`config.mk`:
```
export PLATFORM = sky130hd
export DESIGN_NAME = pn_engine
export DESIGN_NICKNAME = d
export VERILOG_FILES = /design/src/rtl/pn_engine_pkg.sv /design/src/rtl/pn_trans_cap.sv /design/src/rtl/pn_engine.sv
export SDC_FILE = /design/constraint.sdc
export NUM_CORES = 1
export LEC_CHECK = 0
export CELL_PAD_IN_SITES_DETAIL_PLACEMENT = 0
export CELL_PAD_IN_SITES_GLOBAL_PLACEMENT = 1
export CORE_MARGIN = 5
export CORE_UTILIZATION = 30
export DETAILED_ROUTE_END_ITERATION = 6
export PLACE_DENSITY_LB_ADDON = 0.1
export SLEW_MARGIN = 20
export SYNTH_ARGS = -nofsm -noshare
export SYNTH_HDL_FRONTEND = slang
export SYNTH_SLANG_ARGS = --single-unit
```
`constraint.sdc`:
```
create_clock -name clk_i -period 9.8 [get_ports clk_i]
set_clock_uncertainty 0.2 [all_clocks]
set_input_delay 1.47 -clock clk_i [delete_from_list [all_inputs] [get_ports clk_i]]
set_output_delay 1.47 -clock clk_i [all_outputs]
set_load 0.01 [all_outputs]
```
`src/rtl/pn_engine_pkg.sv`:
```
// Shared types for the Petri-net firing engine: FSM states and arc-vector indexing.
package pn_engine_pkg;

  typedef enum logic [1:0] {
    ST_IDLE  = 2'd0,
    ST_RUN   = 2'd1,
    ST_DONE  = 2'd2,
    ST_FAULT = 2'd3
  } pn_state_e;

  // Flat arc vectors are row-major: row = transition, column = place (or transition).
  function automatic int arc_idx(input int row, input int col, input int ncol);
    return row * ncol + col;
  endfunction

endpackage

```
`src/rtl/pn_trans_cap.sv`:
```
// Per-transition capacity: min token count over input places, gated by inhibitor arcs.
module pn_trans_cap
  import pn_engine_pkg::*;
#(
  parameter int                    NUM_PLACES = 4,
  parameter int                    TOK_W      = 6,
  parameter logic [NUM_PLACES-1:0] PRE_ROW    = '0,
  parameter logic [NUM_PLACES-1:0] INH_ROW    = '0
) (
  input  logic [NUM_PLACES-1:0][TOK_W-1:0] marking_i,
  output logic [TOK_W-1:0]                 cap_o,
  output logic                             raw_en_o
);

  logic [TOK_W-1:0] cap_v;
  logic             has_pre;
  logic             inhibited;

  always_comb begin
    cap_v     = '1;
    has_pre   = 1'b0;
    inhibited = 1'b0;
    for (int p = 0; p < NUM_PLACES; p++) begin
      if (PRE_ROW[p]) begin
        has_pre = 1'b1;
        if (marking_i[p] < cap_v) cap_v = marking_i[p];
      end
      if (INH_ROW[p] && (marking_i[p] != '0)) inhibited = 1'b1;
    end
    // A transition without input arcs is a source; treat it as never enabled.
    if (!has_pre) cap_v = '0;
  end

  assign cap_o    = cap_v;
  assign raw_en_o = (cap_v != '0) && !inhibited;

endmodule

```
`src/rtl/pn_engine.sv`:
```
// Petri-net firing engine: fires the lowest-index enabled transition each cycle until deadlock.
module pn_engine
  import pn_engine_pkg::*;
#(
  parameter int                              NUM_PLACES = 4,
  parameter int                              NUM_TRANS  = 3,
  parameter int                              TOK_W      = 6,
  parameter int                              CNT_W      = 30,
  parameter logic [NUM_PLACES*TOK_W-1:0]     INIT_MARK  = {6'd0, 6'd0, 6'd0, 6'd2},
  parameter logic [NUM_TRANS*NUM_PLACES-1:0] PRE        = 12'b0100_0010_0001,
  parameter logic [NUM_TRANS*NUM_PLACES-1:0] POST       = 12'b1000_0100_0010,
  parameter logic [NUM_TRANS*NUM_PLACES-1:0] INH        = '0,
  parameter logic [NUM_TRANS*NUM_TRANS-1:0]  SUPPRESS   = '0,
  localparam int                             IDX_W      = $clog2(NUM_TRANS + 1)
) (
  input  logic                        clk_i,
  input  logic                        rst_i,
  input  logic                        start_i,
  input  logic                        mode_single_i,
  input  logic                        step_en_i,
  input  logic                        step_i,
  output logic [NUM_PLACES*TOK_W-1:0] marking_o,
  output logic [CNT_W-1:0]            fire_count_o,
  output logic [IDX_W-1:0]            fired_idx_o,
  output logic                        busy_o,
  output logic                        done_o,
  output logic                        overflow_o
);

  localparam logic [TOK_W:0] TOK_MAX = {1'b0, {TOK_W{1'b1}}};

  pn_state_e                       state_q;
  logic [NUM_PLACES-1:0][TOK_W-1:0] marking_q, marking_d;
  logic [CNT_W-1:0]                fire_count_q;
  logic [IDX_W-1:0]                fired_idx_q;
  logic                            done_q, overflow_q;

  logic [NUM_TRANS-1:0][TOK_W-1:0] cap;
  logic [NUM_TRANS-1:0]            raw_en, en;
  logic                            sel_vld, ovf;
  int                              sel;
  logic [TOK_W:0]                  tc, sum;

  for (genvar t = 0; t < NUM_TRANS; t++) begin : g_cap
    pn_trans_cap #(
      .NUM_PLACES(NUM_PLACES),
      .TOK_W     (TOK_W),
      .PRE_ROW   (PRE[t*NUM_PLACES +: NUM_PLACES]),
      .INH_ROW   (INH[t*NUM_PLACES +: NUM_PLACES])
    ) u_cap (
      .marking_i(marking_q),
      .cap_o    (cap[t]),
      .raw_en_o (raw_en[t])
    );
    // Conflict resolution looks at raw enables so suppression cannot chase itself.
    assign en[t] = raw_en[t] && !(|(SUPPRESS[t*NUM_TRANS +: NUM_TRANS] & raw_en));
  end

  always_comb begin
    sel_vld = 1'b0;
    sel     = 0;
    for (int t = NUM_TRANS - 1; t >= 0; t--) begin
      if (en[t]) begin
        sel_vld = 1'b1;
        sel     = t;
      end
    end
    tc        = mode_single_i ? (TOK_W+1)'(1) : {1'b0, cap[sel]};
    ovf       = 1'b0;
    marking_d = marking_q;
    for (int p = 0; p < NUM_PLACES; p++) begin
      sum = {1'b0, marking_q[p]};
      if (PRE[arc_idx(sel, p, NUM_PLACES)])  sum = sum - tc;
      if (POST[arc_idx(sel, p, NUM_PLACES)]) sum = sum + tc;
      if (sum > TOK_MAX) ovf = 1'b1;
      marking_d[p] = sum[TOK_W-1:0];
    end
  end

  always_ff @(posedge clk_i) begin
    if (rst_i) begin
      state_q      <= ST_IDLE;
      marking_q    <= INIT_MARK;
      fire_count_q <= '0;
      fired_idx_q  <= '0;
      done_q       <= 1'b0;
      overflow_q   <= 1'b0;
    end else begin
      fired_idx_q <= '0;
      case (state_q)
        ST_RUN: begin
          if (step_en_i || step_i) begin
            if (!sel_vld) begin
              state_q <= ST_DONE;
              done_q  <= 1'b1;
            end else if (ovf) begin
              state_q    <= ST_FAULT;
              overflow_q <= 1'b1;
            end else begin
              marking_q    <= marking_d;
              fire_count_q <= fire_count_q + 1'b1;
              fired_idx_q  <= IDX_W'(sel + 1);
            end
          end
        end
        default: begin
          if (start_i) begin
            state_q      <= ST_RUN;
            marking_q    <= INIT_MARK;
            fire_count_q <= '0;
            done_q       <= 1'b0;
            overflow_q   <= 1'b0;
          end
        end
      endcase
    end
  end

  assign marking_o    = marking_q;
  assign fire_count_o = fire_count_q;
  assign fired_idx_o  = fired_idx_q;
  assign busy_o       = (state_q == ST_RUN);
  assign done_o       = done_q;
  assign overflow_o   = overflow_q;

endmodule

```
-- Word-level counts from Yosys, hierarchy flattened
Memories as Yosys holds them, arrays and structs flattened.
Index checks and enable logic that the tools add are counted.
- word-level logic and storage cells: 126
- memories: 6
- bits of input ports: 6
- bits in latches: 0
- memory bits (read-only): 96
- bits in registers: 60
- RAM bits: 0
- output and inout port bits: 59
- memory list (name ; words ; width ; read ports ; clocked after Yosys merged registers in ; wr ports ; RTL line ; source):
    (name not given) ; 16 ; 1 ; 1 ; 0 ; 0 ; pn_engine.sv:74 ; if (POST[arc_idx(sel, p, NUM_PLACES)]) sum = sum + tc;
    (name not given) ; 16 ; 1 ; 1 ; 0 ; 0 ; pn_engine.sv:73 ; if (PRE[arc_idx(sel, p, NUM_PLACES)]) sum = sum - tc;
    (name not given) ; 16 ; 1 ; 1 ; 0 ; 0 ; pn_engine.sv:74 ;
    (name not given) ; 16 ; 1 ; 1 ; 0 ; 0 ; pn_engine.sv:73 ;
    (name not given) ; 16 ; 1 ; 1 ; 0 ; 0 ; pn_engine.sv:74 ;
    (name not given) ; 16 ; 1 ; 1 ; 0 ; 0 ; pn_engine.sv:73 ;
- $mul: 0
- eq/ne operators: 7
- shift operators: 0
- reductions and logical operators: 10
- bitwise gates (word level): 3
- order comparisons: 12
- $add $sub $neg: 13
- div/mod/pow operators: 0
- multiplexer cells: 66
- operator list (cell ; count):
    $mux 30 ; 5
    $mux 24 ; 5
    $mux 7 ; 8
    $mux 6 ; 6
    $mux 1 ; 31
    $add 30x1->30 const B ; 1
    $add 7x6->7 ; 4
    $gt 7x6->1 const B ; 4
    $sub 6x6->7 ; 4
    $lt 6x6->1 const B ; 3
    $reduce_bool 6->1 ; 3
    $mux 2 ; 8
    $lt 5x5->1 const B ; 3
    $bmux 6 s2 ; 1
    $add 4x2->5 const B ; 2
    $reduce_and 4->1 ; 2
    $ne 2x1->1 const B ; 3
    $reduce_and 3->1 ; 2
    $add 4x1->5 const B ; 1
    $lt 4x5->1 const B ; 1
    $reduce_or 5->1 ; 1
    $bmux 1 s2 ; 2
    $ne 2x2->1 const B ; 2
    $lt 2x3->1 const B ; 1
    6 further kinds ; 8

-- Longest topological paths before layout
Gate-level depths: netlist (run 1).
- depth after elaboration: 23
- depth in mapped cells: 25
- gate-level depth less buffers: 21

-- Hierarchy
Synthesis (run 1) repeated with hierarchy kept, for this count alone.
- cell total of the unflattened synthesis: 567
- area, all modules: 4573.1 um^2
- modules (own cells, without submodules) (module ; times used ; cells each ; area an instance (um^2) ; seq. area each (um^2)):
    pn_engine ; 1 ; 540 ; 4464.3 ; 1201.2
    pn_trans_cap ; 3 ; 9 ; 36.3 ; 0.0

-- Worst setup path before layout (run 1)
OpenSTA, ideal clock, no wires.
- path kind: register -> register
- from: register marking_q, in the netlist marking_o[5]
- to: register fire_count_q[27] (netlist: fire_count_o[27])
- data arrival time: 5.525 ns
- required time: 9.530 ns
- path slack: 4.005 ns
- clock period less this slack: 5.795 ns
- stages on the path, launching flop included: 21
- path through: dfxtp_1 or4_1 or2_1 buf_2 clkbuf_1 o21ai_0 ha_1 inv_1 fa_1 xor2_1 mux2_1 ha_1 nor2b_1 o31a_1 o311a_1 a211o_1 o31a_4 buf_6 buf_6 or4_1 a21oi_1
- longest elaborated chain between the ends: 19
- RTL lines (element ; RTL line ; source):
    from (decl) ; pn_engine.sv:33 ; logic [NUM_PLACES-1:0][TOK_W-1:0] marking_q, marking_d;
    from (signal assigned) ; pn_engine.sv:100 ; marking_q <= marking_d;
    $lt 6x6->1 ; pn_trans_cap.sv:26 ; if (marking_i[p] < cap_v) cap_v = marking_i[p];
    $mux 6 ; pn_trans_cap.sv:26 ;
    $reduce_bool 6->1 ; pn_trans_cap.sv:35 ; assign raw_en_o = (cap_v != '0) && !inhibited;
    $mux 2 ; pn_engine.sv:63 ; if (en[t]) begin
    $bmux 6 s2 ; pn_engine.sv:68 ; tc = mode_single_i ? (TOK_W+1)'(1) : {1'b0, cap[sel]};
    $mux 6 (implied by the code) (2 in series) ; pn_engine.sv:68 ;
    $mux 6 ; pn_engine.sv:68 ;
    $sub 6x6->7 ; pn_engine.sv:73 ;
    $mux 7 ; pn_engine.sv:73 ;
    $add 7x6->7 ; pn_engine.sv:74 ;
    $mux 7 ; pn_engine.sv:74 ;
    $gt 7x6->1 ; pn_engine.sv:75 ; if (sum > TOK_MAX) ovf = 1'b1;
    $mux 1 (4 in series) ; pn_engine.sv:75 ;
    $ne 2x2->1 (no line) ; - ;
    $reduce_and 4->1 (no line) (*) ; - ;
    to (signal assigned) ; pn_engine.sv:101 ; fire_count_q <= fire_count_q + 1'b1;
    to (decl) ; pn_engine.sv:34 ; logic [CNT_W-1:0] fire_count_q;
Every way passes the cells marked *; elsewhere a longest branch is shown, timed or not. The select of a mux whose other input is x is not followed.
A chain may end at the register's enable or synchronous reset.

-- Final worst setup path (run 1)
Ends and elaborated chain as after synthesis.

==> impl_metrics.tcl, run 1 <==
set metrics [dict create \
    status "completed" \
    core_area_mm2 0.0145 \
    syn_inst 551 \
    wl_um 14600 \
    ctsLongestPathBuffers 2 \
    fillers 1513 \
    synth_top_family_by_area "compound AO/OA/AOI/OAI gates" \
    p_seq_frac 0.372 \
    dp_hpwl_um 10500 \
    grt_pass1_vias 4349 \
    critical_path_class "flip-flop to flip-flop" \
    slew_violations 0 \
    drt_drc_violations_left 0 \
    regArea_mm2 0.00120 \
    synth_edf_count 0 \
    grt_pass1_wl_um 23500 \
    synthTopCellsByArea "dfxtp_1, ha_1, a21oi_1" \
    num_vias 4406 \
    synthFlopType "dfxtp_1" \
    multi_input_area_mm2 0.00302 \
    leakage_nw 2.07 \
    tightest_slew_ns 0.940 \
    worstHoldPathType "flip-flop to flip-flop" \
    p_int_mw 0.494 \
    fin_nets 656 \
    fmax_ghz 0.152 \
    ios 65 \
    crit_fanout 74 \
    endpoint_kind "flip-flop" \
    netlist_area_mm2 0.00445 \
    drtIter0Drc 269 \
    max_cap_viol_count 0 \
    insertedDiodeCount 0 \
    ff2ff_setup_slack_ns 3.24 \
    clk_latency_ns 0.34 \
    cts_made_buffers 9 \
    yosys.area_share.simple 0.235 \
    ys_warn_count 0 \
    cts_resized 0 \
    placed_area_mm2 0.00521 \
    synth_compound_area_frac 0.261 \
    hold_path_depth 2 \
    firstDrtPassIters 5 \
    worstPathArrival_ns 6.62 \
    async_reset_ff_frac 0 \
    postRouteAntennaNets 0 \
    tns_ns 0 \
    die_x_um 132 \
    antenna_found_initial 0 \
    cts_sinks 60 \
    syn2layout_area_growth_pct 24.1 \
    final_common_cell "clkdlybuf4s50_1" \
    path_clk_slew_ns 0.06 \
    yosys_register_bits 60 \
    layout-drive-gt1-share 0.0557 \
    vias_per_cell 5.55 \
    htree_levels 3 \
    syn-mean-instance-area_um2 8.08 \
    initial_core_util 0.306 \
    period_needed_ns 6.56 \
    power_density_mw_per_mm2 121 \
    gp_congestion 0.990 \
    cp_data_required_time_ns 9.86 \
    synth_top_cell_by_area "dfxtp_1" \
    net-switching-power_mw 0.176 \
    min_to "state_q[1]$_SDFFE_PP0P_" \
    die_y_um 132 \
    min_from "state_q[1]$_SDFFE_PP0P_" \
    synthXorXnorAreaFrac 0.0315 \
    pre_cts_ws_ns 2.69 \
    portBuffers 64 \
    fin_ws_ns 3.24 \
    sw_frac_of_total 0.262 \
    slew_headroom 0.367 \
    power_mw 0.670 \
    cts_hold_buf 0 \
    final_hold_viol_count 0 \
    post_cts_buffers 0 \
    synthMuxAreaShare 0.0143 \
    dieArea_mm2 0.0174 \
    synth.top_cell.area_share 0.270 \
    grt_util_all_layers 0.167 \
    startpoint_type "flip-flop" \
    yosysSeqAreaShare 0.270 \
    timing.rr.start "marking_o[5]$_SDFFE_PP0P_" \
    root_buffer "clkbuf_16" \
    synth_nets 601 \
    layout_common_cells "clkdlybuf4s50_1, a21oi_1, dfxtp_1, nand2_1, ha_1" \
    reg2reg_depth 18 \
    wire_per_inst_um 18.4 \
    rsz0062_at_grt "false" \
    synthDistinctLibCells 60 \
    rows 44 \
    grt_overflow 0 \
    setup_viol 0 \
    grt_max_degree 75 \
    cts_tree "built" \
    period_share 0.670 \
    power_frac_comb 0.118 \
    ir_worst_vdd_mv 0.0638 \
    fin_area_mm2 0.00553 \
    synth_fa_ha_area_frac 0.134 \
    clockPowerShare 0.510 \
    r2r_end "fire_count_o[27]$_SDFFE_PP0P_" \
]
cell type report:
class                           count  share of cell area
Clock buffer                       10              0.0414
Timing Repair Buffer               68               0.121
Tap cell                          184              0.0416
Inverter                           27              0.0183
Clock inverter                      5              0.0140
Sequential cell                    60               0.217
Multi-Input combinational cell    440               0.546
worst max-delay path, cell delays in order, from the launching register on:
cell	delay, ns
dfxtp_1	0.34
or4_1	0.56
or2_1	0.46
o21ai_0	0.84
ha_1	0.32
inv_1	0.06
fa_1	0.41
a21o_1	0.18
a211oi_1	0.23
nor2_1	0.06
a22o_1	0.23
ha_1	0.33
o21a_1	0.14
o31a_1	0.12
o311a_1	0.32
a211o_1	0.33
o31a_4	0.54
or4_1	0.59
a21oi_1	0.16
synthesized netlist by cell type (all sizes together), types with 10 or more instances:
library cell and count:
o31ai 24, nand3 18, a21o 11, dfxtp 60, or4 23, ha 38
nor3 10, clkbuf 15, o21ai 21, nand2 57, nor2 34, a21oi 60
or3 12, inv 26
per-stage QoR:
| step | hold WS (ns) | util | std cells |
|---|---|---|---|
| after floorplan | 0.240 | - | 551 |
| after global placement | 0.258 | 0.359 | 779 |
| after detailed placement | 0.258 | 0.359 | 779 |
| after CTS | 0.268 | 0.380 | 794 |
| after global routing | 0.310 | 0.380 | 794 |
| final | 0.268 | 0.380 | 794 |
logic make-up after synthesis:
group | after synthesis
xor gates and xnor gates | 16
muxes | 6
AOI/OAI and AO/OA | 173
DFF | 60
and+or+nand+nor | 201
buffers and inverters | 51
adders and majority gates | 44
registers in the layout (all words and copies together) (netlist names):
signal / cells
fire_count_o: 30
marking_o: 24
fired_idx_o: 2
state_q: 2
done_o: 1
overflow_o: 1
power by group through the flow:
stage,logic (mW),clock network (mW),registers [mW]
global route,0.0884,0.358,0.250
finish,0.0788,0.342,0.250
floorplan,0.0588,0,0.255
detailed placement,0.0793,0,0.255
CTS,0.0797,0.348,0.250
global placement,0.0795,0,0.255
worst max path at each step:
| stage | start | end | slack, ns |
|---|---|---|---|
| floorplan | marking_o[5]$_SDFFE_PP0P_ | fire_count_o[27]$_SDFFE_PP0P_ | 4.00 |
| global placement | mode_single_i | marking_o[1]$_SDFFE_PP1P_ | 2.82 |
| detailed placement | mode_single_i | marking_o[1]$_SDFFE_PP1P_ | 2.69 |
| CTS | marking_o[5]$_SDFFE_PP0P_ | marking_o[1]$_SDFFE_PP1P_ | 2.87 |
| global route | marking_o[5]$_SDFFE_PP0P_ | fire_count_o[22]$_SDFFE_PP0P_ | 2.83 |
| finish | marking_o[5]$_SDFFE_PP0P_ | fire_count_o[27]$_SDFFE_PP0P_ | 3.24 |
layer usage:
layer	wire length, um	global-route usage	share of wire	up-vias
met1	6970	0.229	0.48	2081
li1	-	-	-	2188
met2	6480	0.256	0.44	114
met3	709	0.0309	0.049	23
met5	0	0	0	-
met4	410	0.0726	0.028	0
No activity file was read; power rests on OpenSTA's default activity.
==> inputs of run 2 (changes only) <==
==> constraint.sdc (replaced) <==
create_clock -name clk_i -period 6 [get_ports clk_i]
set_clock_uncertainty 0.2 [all_clocks]
set_input_delay 0.9 -clock clk_i [delete_from_list [all_inputs] [get_ports clk_i]]
set_output_delay 0.9 -clock clk_i [all_outputs]
set_load 0.01 [all_outputs]
==> run 2 against run 1 <==
Against the previous run: global-route usage about the same; worst setup slack worse by 3.0 ns; critical endpoint is now marking_o[6]$_SDFFE_PP0P_; sequential share of layout area down 0.57 points; critical path type unchanged; largest cell class unchanged; sequential power up 62%.
==> impl_metrics.tcl, run 2 (synthesis gave the netlist of run 1 again) <==
set metrics [dict create \
    tns_ns 0 \
    grt_overflow 0 \
    num_vias 4442 \
    grt_pass1_vias 4313 \
    antenna_found_initial 0 \
    slew_violations 0 \
    largest_reg_flops 30 \
    htree_levels 3 \
    core_area_mm2 0.0145 \
    startpoint_type "flip-flop" \
    rows 44 \
    ir_worst_vdd_mv 0.141 \
    portBuffers 64 \
    cts_tree "built" \
    fillers 1553 \
    postRouteAntennaNets 0 \
    setup_viol 0 \
    grt_max_degree 64 \
    p_seq_frac 0.363 \
    placed_area_mm2 0.00534 \
    ff2ff_setup_slack_ns 0.27 \
    crit_fanout 32 \
    clockPowerShare 0.510 \
    grt_pass1_wl_um 23500 \
    period_needed_ns 5.73 \
    critical_path_class "flip-flop to flip-flop" \
    clk_latency_ns 0.34 \
    p_int_mw 0.818 \
    grt_util_all_layers 0.167 \
    root_buffer "clkbuf_16" \
    drt_drc_violations_left 0 \
    firstDrtPassIters 4 \
    layout_common_cells "clkdlybuf4s50_1, a21oi_1, dfxtp_1, nand2_1, ha_1" \
    wl_um 14900 \
    dp_hpwl_um 10800 \
    final_hold_viol_count 0 \
    net-switching-power_mw 0.301 \
    power_mw 1.12 \
    period_share 0.954 \
    power_density_mw_per_mm2 197 \
    endpoint_kind "flip-flop" \
    ios 65 \
    slew_headroom 0.384 \
    worstPathArrival_ns 5.79 \
    cts_sinks 60 \
    cts_made_buffers 9 \
    leakage_nw 2.16 \
    final_common_cell "clkdlybuf4s50_1" \
    initial_core_util 0.306 \
    fin_nets 674 \
    layout-drive-gt1-share 0.0843 \
    vias_per_cell 5.46 \
    cts_hold_buf 0 \
    rsz0062_at_grt "false" \
    insertedDiodeCount 0 \
    worstHoldPathType "flip-flop to flip-flop" \
    sw_frac_of_total 0.269 \
    die_y_um 132 \
    path_clk_slew_ns 0.06 \
    dieArea_mm2 0.0174 \
    die_x_um 132 \
    max_cap_viol_count 0 \
    tightest_slew_ns 0.921 \
    power_frac_comb 0.127 \
    syn2layout_area_growth_pct 27.4 \
    fmax_ghz 0.175 \
    gp_congestion 0.855 \
    status "completed" \
    cp_data_required_time_ns 6.07 \
    wire_per_inst_um 18.3 \
    ctsLongestPathBuffers 2 \
    fin_area_mm2 0.00568 \
    drtIter0Drc 333 \
]
-- run 2: metrics by stage --
step	hold slack [ns]	utilization	setup slack [ns]	instances
floorplan	0.240	-	0.205	551
global placement	0.253	0.368	0.121	796
detailed placement	0.256	0.368	0.106	796
CTS	0.264	0.389	0.0701	812
global route	0.298	0.391	0.0406	813
finish	0.262	0.391	0.273	813
-- run 2: worst max-delay path: stages (launching register included) --
cell and delay [ns]:
dfxtp_1 0.36, or4_1 0.57, or2_4 0.28, buf_4 0.19
nor2_1 0.12, nor2_1 0.04, or2_2 0.35, ha_1 0.36
a21o_1 0.20, a211oi_1 0.24, nor2_1 0.06, a22o_1 0.22
ha_1 0.34, o21a_1 0.14, o31a_1 0.11, o311a_1 0.32
a211o_1 0.35, o31a_4 0.43, buf_4 0.23, or3_1 0.35
a21oi_1 0.15
-- run 2: power by group through the flow --
stage	sequential [mW]	clock, mW	combinational [mW]
after CTS	0.406	0.589	0.139
final	0.406	0.571	0.142
after floorplan	0.416	0	0.0960
after detailed placement	0.415	0	0.139
after global placement	0.415	0	0.138
after global routing	0.406	0.606	0.159
-- run 2: metal layers --
metal  track usage  part of all wire  vias up
met1         0.233              0.49     2116
met4        0.0411             0.010        0
met2         0.257              0.45       97
met5             0                 0        -
met3        0.0454             0.049       10
li1              -                 -     2219
-- run 2: repair_timing --
action,CTS,global route
hold endpoints to repair,0,0
setup endpoints to repair,0,29
buffers inserted,0,0
resized for setup,0,3
-- run 2: path summary, 6_finish.rpt --
check	from	to	cells past startpoint
hold reg to reg	state_q[1]$_SDFFE_PP0P_	state_q[1]$_SDFFE_PP0P_	2
setup reg to reg	marking_o[5]$_SDFFE_PP0P_	marking_o[6]$_SDFFE_PP0P_	20
setup / recovery	marking_o[5]$_SDFFE_PP0P_	marking_o[6]$_SDFFE_PP0P_	20
hold / removal	state_q[1]$_SDFFE_PP0P_	state_q[1]$_SDFFE_PP0P_	2
-- run 2: cell type report --
cell class,count,area (um^2),area share
clock buffers,10,229,0.0403
clock inverters,6,88.8,0.0156
inverters,27,101,0.0179
multi-input cells,441,3030,0.533
flip-flops and latches,60,1200,0.212
well taps,184,230,0.0406
repair buffers,85,798,0.141
